File: src/rtl/elevator_scan_ctrl.sv
// elevator_scan_ctrl: SCAN-order car controller; latches floor calls and drives motor/door.
// In: clk, rst_n, sw, close, [door_hold with DOOR_HOLD_EN], floor. Out: dir, move, door, pending.
module elevator_scan_ctrl #(
  parameter int N_FLOORS    = 8,
  parameter int FLOOR_W     = 3,
  parameter int DOOR_CYCLES = 16,
  parameter int TMR_W       = 8
) (
  input  logic                clk,
  input  logic                rst_n,
  input  logic [N_FLOORS-1:0] sw,
  input  logic                close,
`ifdef DOOR_HOLD_EN
  input  logic                door_hold,
`endif
  input  logic [FLOOR_W-1:0]  floor,
  output logic                dir,
  output logic                move,
  output logic                door,
  output logic [N_FLOORS-1:0] pending
);

  typedef enum logic [1:0] {
    IDLE,
    MOVE,
    DOOR
  } state_t;

  state_t              state_q, state_d;
  logic                dir_q, dir_d;
  logic [TMR_W-1:0]    timer_q, timer_d;
  logic [N_FLOORS-1:0] pending_q, pending_d;

  logic                above, below, here, sw_here;
  logic                ahead, behind, hold;
  logic [N_FLOORS-1:0] at_vec;

`ifdef DOOR_HOLD_EN
  assign hold = door_hold;
`else
  assign hold = 1'b0;
`endif

  // Out-of-range floor never matches any index, so all flags stay 0.
  always_comb begin
    above   = 1'b0;
    below   = 1'b0;
    here    = 1'b0;
    sw_here = 1'b0;
    at_vec  = '0;
    for (int i = 0; i < N_FLOORS; i++) begin
      if (pending_q[i] && i > int'(floor)) above = 1'b1;
      if (pending_q[i] && i < int'(floor)) below = 1'b1;
      if (i == int'(floor)) begin
        at_vec[i] = 1'b1;
        sw_here   = sw[i];
        here      = pending_q[i] | sw[i];
      end
    end
  end

  assign ahead  = dir_q ? above : below;
  assign behind = dir_q ? below : above;

  always_comb begin
    state_d = state_q;
    dir_d   = dir_q;
    timer_d = timer_q;
    unique case (state_q)
      IDLE: begin
        if (here) begin
          state_d = DOOR;
          timer_d = TMR_W'(DOOR_CYCLES - 1);
        end else if (ahead) begin
          state_d = MOVE;
        end else if (behind) begin
          state_d = MOVE;
          dir_d   = ~dir_q;
        end
      end
      MOVE: begin
        if (here) begin
          state_d = DOOR;
          timer_d = TMR_W'(DOOR_CYCLES - 1);
        end else if (!ahead) begin
          state_d = IDLE;
        end
      end
      DOOR: begin
        // A call at this floor outranks close and hold.
        if (sw_here) begin
          timer_d = TMR_W'(DOOR_CYCLES - 1);
        end else if (hold) begin
          timer_d = timer_q;
        end else if (close || timer_q == '0) begin
          state_d = IDLE;
          timer_d = '0;
        end else begin
          timer_d = timer_q - TMR_W'(1);
        end
      end
      default: begin
        state_d = IDLE;
      end
    endcase
    // The open floor's bit is masked so its calls only refresh the timer.
    pending_d = pending_q | sw;
    if (state_d == DOOR) pending_d = pending_d & ~at_vec;
  end

  always_ff @(posedge clk or negedge rst_n) begin
    if (!rst_n) begin
      state_q   <= IDLE;
      dir_q     <= 1'b1;
      timer_q   <= '0;
      pending_q <= '0;
    end else begin
      state_q   <= state_d;
      dir_q     <= dir_d;
      timer_q   <= timer_d;
      pending_q <= pending_d;
    end
  end

  assign dir     = dir_q;
  assign move    = (state_q == MOVE);
  assign door    = (state_q == DOOR);
  assign pending = pending_q;

endmodule

File: config.mk
export PLATFORM = sky130hd
export DESIGN_NAME = elevator_scan_ctrl
export DESIGN_NICKNAME = d
export VERILOG_FILES = /design/src/rtl/elevator_scan_ctrl.sv
export SDC_FILE = /design/constraint.sdc
export NUM_CORES = 1
export LEC_CHECK = 0
export ABC_AREA = 1
export BUFFER_PORTS_ARGS = -buffer_cell sky130_fd_sc_hd__buf_2
export CAP_MARGIN = 25
export CELL_PAD_IN_SITES_DETAIL_PLACEMENT = 0
export CELL_PAD_IN_SITES_GLOBAL_PLACEMENT = 1
export CORE_UTILIZATION = 30
export CTS_CLUSTER_SIZE = 25
export DETAILED_ROUTE_END_ITERATION = 7
export GPL_ROUTABILITY_DRIVEN = 1
export PLACE_DENSITY_LB_ADDON = 0.05
export SLEW_MARGIN = 20
export SYNTH_ARGS = -nofsm -noshare
export SYNTH_HDL_FRONTEND = slang
export SYNTH_SLANG_ARGS = --single-unit
File: constraint.sdc
create_clock -name clk -period 3.8 [get_ports clk]
set_input_delay 0.76 -clock clk [delete_from_list [all_inputs] [get_ports clk]]
set_output_delay 0.76 -clock clk [all_outputs]
set_load 0.005 [all_outputs]
; Word-level counts from Yosys, hierarchy flattened
; Cells that the tools add are included.
[classes]
addsub = 1
n_mul = 0
div_mod_pow = 0
magnitude_cmp = 14
n_eq_ne = 11
shift = 0
mux = 53
bitwise_logic = 14
reduce_logical = 22
[ops]
columns = cell, n
row1 = two-way mux 1 bit, 40
row2 = two-way mux 8 bit, 4
row3 = case mux 8 bit (2 select lines), 1
row4 = logical AND 1 bit, 14
row5 = two-way mux 2 bit, 7
row6 = "equality test 3 bit, first input constant", 4
row7 = "greater-than comparator 3 bit, first input constant", 4
row8 = "< comparator 3 bit, first input constant", 3
row9 = bitwise AND 8 bit, 1
row10 = zero test 8 bit, 1
row11 = NOT 8 bit, 1
row12 = bitwise OR 1 bit, 8
row13 = bitwise OR 8 bit, 1
row14 = "subtractor 8 x 1 -> 8 bit, second input constant", 1
row15 = "equality test 2 x 3 -> 1 bit, first input constant", 2
row16 = "greater-than comparator 2 x 3 -> 1 bit, first input constant", 2
row17 = "< comparator 1 x 3 -> 1 bit, first input constant", 2
row18 = "< comparator 2 x 3 -> 1 bit, first input constant", 2
row19 = case mux 2 bit (3 select lines), 1
row20 = "equality test 2 bit, second input constant", 2
row21 = AND reduction 4 bit, 1
row22 = "equality test 1 x 3 -> 1 bit, first input constant", 1
row23 = "greater-than comparator 1 x 3 -> 1 bit, first input constant", 1
row24 = zero test 3 bit, 1
row25 = other kinds (8), 10
[totals]
regBits = 19
latch_bits = 0
ram_bits = 0
rom_bits = 0
in_bits = 14
output_inout_bits = 11
wordCells = 119
memories = 0

; Depth between registers and ports, before layout
[depth]
word_depth = 16
mapped_depth = 13
ltp_nobuf = 12

; Worst setup path before layout
; Ideal clock, no wire load.
[synth_timing]
path_type = input -> register
start = input port floor[1]
end = register pending_q[1], in the netlist pending[1]
setup_ns = 0.117
t_arrival_ns = 1.751
required_ns = 3.683
slack_ns = 1.932
path_stages = 12
n_path_buf = 2
path_cell_list = buf_6 nor2_4 inv_2 a21oi_2 nand2_1 nand2_1 nand2_1 nand2_2 nand3_4 buf_6 nand3_1 nand2_1
[synth_via]
elab_chain_cells = 16
elab_cells_between_ends = 80
classes_between = 14 x order compare / 8 x eq/ne / 41 x mux / 2 x bitwise / 15 x reduce/logical
[synth_rtl]
columns = item, line
row1 = start: declaration, 16  ; input logic [FLOOR_W-1:0] floor,
row2 = greater-than comparator 1 x 3 -> 1 bit or < comparator 1 x 3 -> 1 bit (tied branches), "52, 53"
row3 = "logical AND 1 bit, on equally long branches", "52, 53"
row4 = "two-way mux 1 bit, on equally long branches (7 in series)", "52, 53"
row5 = two-way mux 1 bit, 63  ; assign behind = dir_q ? below : above;
row6 = two-way mux 2 bit, 76  ; end else if (behind) begin
row7 = two-way mux 2 bit, 74  ; end else if (ahead) begin
row8 = two-way mux 2 bit, 71  ; if (here) begin
row9 = case mux 2 bit (3 select lines), 69  ; unique case (state_q)
row10 = equality test 2 bit, 108  ; if (state_d == DOOR) pending_d = pending_d & ~at_vec;
row11 = two-way mux 8 bit (*), 108
row12 = via pending_d[1], 32  ; logic [N_FLOORS-1:0] pending_q, pending_d;
row13 = end signal: assignment, 121  ; pending_q <= pending_d;
row14 = end: declaration, 32
; The timed path passes the listed nets; every way through them passes the cells marked *.
; A chain may end at the register's enable or synchronous reset.

; Worst setup path after layout
[layout_timing]
start = register state_q[1]
end = output port door
[layout_via]
elab_chain_cells = 1
[layout_rtl]
columns = item, line
row1 = start: declaration, 29  ; state_t state_q, state_d;
row2 = start signal: assignment, 118  ; state_q <= state_d;
row3 = equality test 2 bit, 127  ; assign door = (state_q == DOOR);
row4 = end: declaration, 19  ; output logic door,
; No other way between the ends.

==> metrics.csv <==
stage,metric,value,unit
status,outcome,"complete, no violations",
global_routing,grt_pass1_wl,6.40,mm
synth,ys_async_sr_fraction,100,%
floorplan,fp.dieArea,5210,um2
global_routing,grt_usage,15.9,%
drt,route.detailed.drc,0,
flow_run,drv_cap,0,
cts,root_buffer,clkbuf_8,
cts,cts.clk_slew.worst_paths,0.08,ns
place,dp_cells,311,
synth,synthTopCellsByCount,"71 x nand2_1, 30 x nand3_1, 27 x inv_1",
cts,cts_resized,0,
floorplan,ioPinCount,25,
cts,cts_hold_buf,0,
synth,avgSynthCellArea,6.59,um2
critical_path,critPathCaptureType,output port,
timing,skew,0.00494,ns
timing,final_hold_viol_count,0,
synth,ys_seq_area_share,32.3,%
final_layout,finalNonFillerCells,315,
global_routing,first_global_vias,1342,
final_layout,syn_to_final_growth,13.8,%
critical_path,critPathMaxFanout,3,
power_and_ir_drop,power_density,648,nW/um2
critical_path,path_class,register to output port,
cts,h-tree-depth,1,
floorplan,rows,25,
synth,synth_area,1480,um2
synth,synth_seq_cells,19,
timing,period_needed,1.94,ns
drt,wl_per_cell,12.2,um
timing,fin_crit_sh,51.1,%
synth,synthTopCellsByArea,"dfrtp_1 31%, nand2_1 18%, nand3_1 10%",
drt,antenna_left,0,
synth,synth_edf_count,0,
synth,synthFlopType,dfrtp_1,
hold_path,holdCritPathClass,input port to async pin,
global_routing,grt_max_degree,20,
synth,synth.most_common_cell,nand2_1,
floorplan,die_w,72.2,um
power_and_ir_drop,power_frac_comb,53.3,%
critical_path,cp.arrival,1.18,ns
timing,setup_viol,0,
power_and_ir_drop,p_leak,0.934,nW
power_and_ir_drop,swShare,47.3,%
final_layout,drive_gt1_share,19.8,%
power_and_ir_drop,p_int,0.000573,W
synth,syn_inst,224,
timing,tightest_slew,0.462,ns
power_and_ir_drop,clock_power_share,13.5,%
synth,yosysUniqueCellTypes,26,
synth,yosys_warnings,0,
synth,yosys.area.top_type,dfrtp_1,
drt,dr.pass1.iters,4,
timing,max_freq,0.515,GHz
place,place.gp.congestion,0.756,
power_and_ir_drop,ir_drop,0.000237,V
timing,rsz0062_at_grt,no,
floorplan,start_util,31.3,%
synth,yosysTopAreaCellShare,30.5,%
critical_path,worstPathRequired,3.04,ns
timing,relSlewSlack,69.2,%
global_routing,antenna_found_initial,0,
cts,clock-sinks,19,
place,portBuffers,24,
drt,viasPerCell,4.51,
timing,finalMaxSlewViolations,0,
synth,syn-num-nets,240,
critical_path,critPathLaunchType,register,
power_and_ir_drop,switchingPower,0.000515,W
global_routing,grt.overflow.total,0,
floorplan,coreArea,4720,um2
final_layout,insertedDiodeCount,0,
final_layout,nNetsFinal,265,
drt,wirelength,3.86,mm
drt,first_iter_violations,62,
place,hpwl,3.01,mm
power_and_ir_drop,power_frac_seq,33.2,%
drt,vias,1421,
cts,numCtsBuffers,3,
timing,fin_setup_tns,0,ns
cts,cts_max_path_buffers,2,
cts,postCtsSetupBuffers,0,
cts,clk_latency,0.26,ns
cts,tritoncts,yes,
floorplan,die_h,72.2,um
[sequential cells by signal, summed over array words and instances (netlist names)]
| name | cells |
|---|---|
| timer_q | 8 |
| dir | 1 |
| state_q | 2 |
| pending | 8 |
[area by class of cell]
cell class	count	area, um2
clock buffers	4	45.0
fillers	532	3040
inverters	32	120
multi-input cells	169	835
flip-flops and latches	19	477
well taps	67	83.8
repair buffers	24	120
[path summary, 6_finish.rpt]
kind                       slack [ns]  depth (start not counted)       start    endpoint
hold reg to reg                  0.49                          2         dir         dir
min in group clk                 0.49                          2         dir         dir
hold / removal                   0.44                          1       rst_n  pending[6]
max in group asynchronous        3.02                          1       rst_n         dir
setup reg to reg                 2.06                         10  timer_q[3]  pending[1]
setup / recovery                 1.86                          3  state_q[1]        door
[routing by layer]
layer | vias up | track usage [%] | routed length (um)
met5 | - | 0 | 0
met4 | 0 | 3.92 | 16
met3 | 2 | 1.67 | 82
met2 | 20 | 27.8 | 1920
met1 | 652 | 20.9 | 1840
li1 | 747 | - | -
[cell usage in the layout, fill, tap and decap left out, types with 2 or more instances in the layout]
cell type	netlist	routed
nand2_1	71	71
nand3_1	30	30
inv_1	27	27
buf_2	0	24
nor2_1	21	21
dfrtp_1	18	18
o21ai_0	9	9
inv_2	5	5
a21oi_1	4	4
or2_2	4	4
xor2_1	4	4
nor2_4	3	3
nand2_2	3	3
nand4_1	3	3
nor3_1	3	3
clkbuf_8	0	3
nor2_2	2	2
o21ai_1	2	2
xnor2_1	2	2
ha_1	2	2
[through the flow]
stage	hold WS (ns)	setup slack, ns	util, %	area (um2)	power, W
after global routing	0.484	1.70	35.6	1680	0.00121
after detailed placement	0.478	1.56	34.6	1640	0.000950
after CTS	0.459	1.82	35.6	1680	0.00110
after floorplan	0.464	1.93	-	1480	0.000778
final	0.442	1.86	35.6	1680	0.00109
after global placement	0.484	1.56	34.6	1640	0.000962
[critical path, stage by stage, from the launching register on]
cell	delay (ns)
dfrtp_1	0.39
inv_2	0.07
nor2_1	0.29
buf_2	0.18
[cell families after synthesis]
group,after synthesis,synth area share (%)
flops,19,32.3
compound gates,17,6.19
xor+xnor,6,3.56
buf+inv,36,11.2
simple gates,144,45.1
fa+ha+maj,2,1.69
[power groups by stage]
stage	sequential (W)	clock, W	combinational, W
detailed placement	0.000366	0	0.000584
global route	0.000375	0.000157	0.000673
finish	0.000362	0.000147	0.000580
global placement	0.000370	0	0.000592
CTS	0.000362	0.000152	0.000586
floorplan	0.000353	0	0.000425
(Power assumes the default switching activity.)
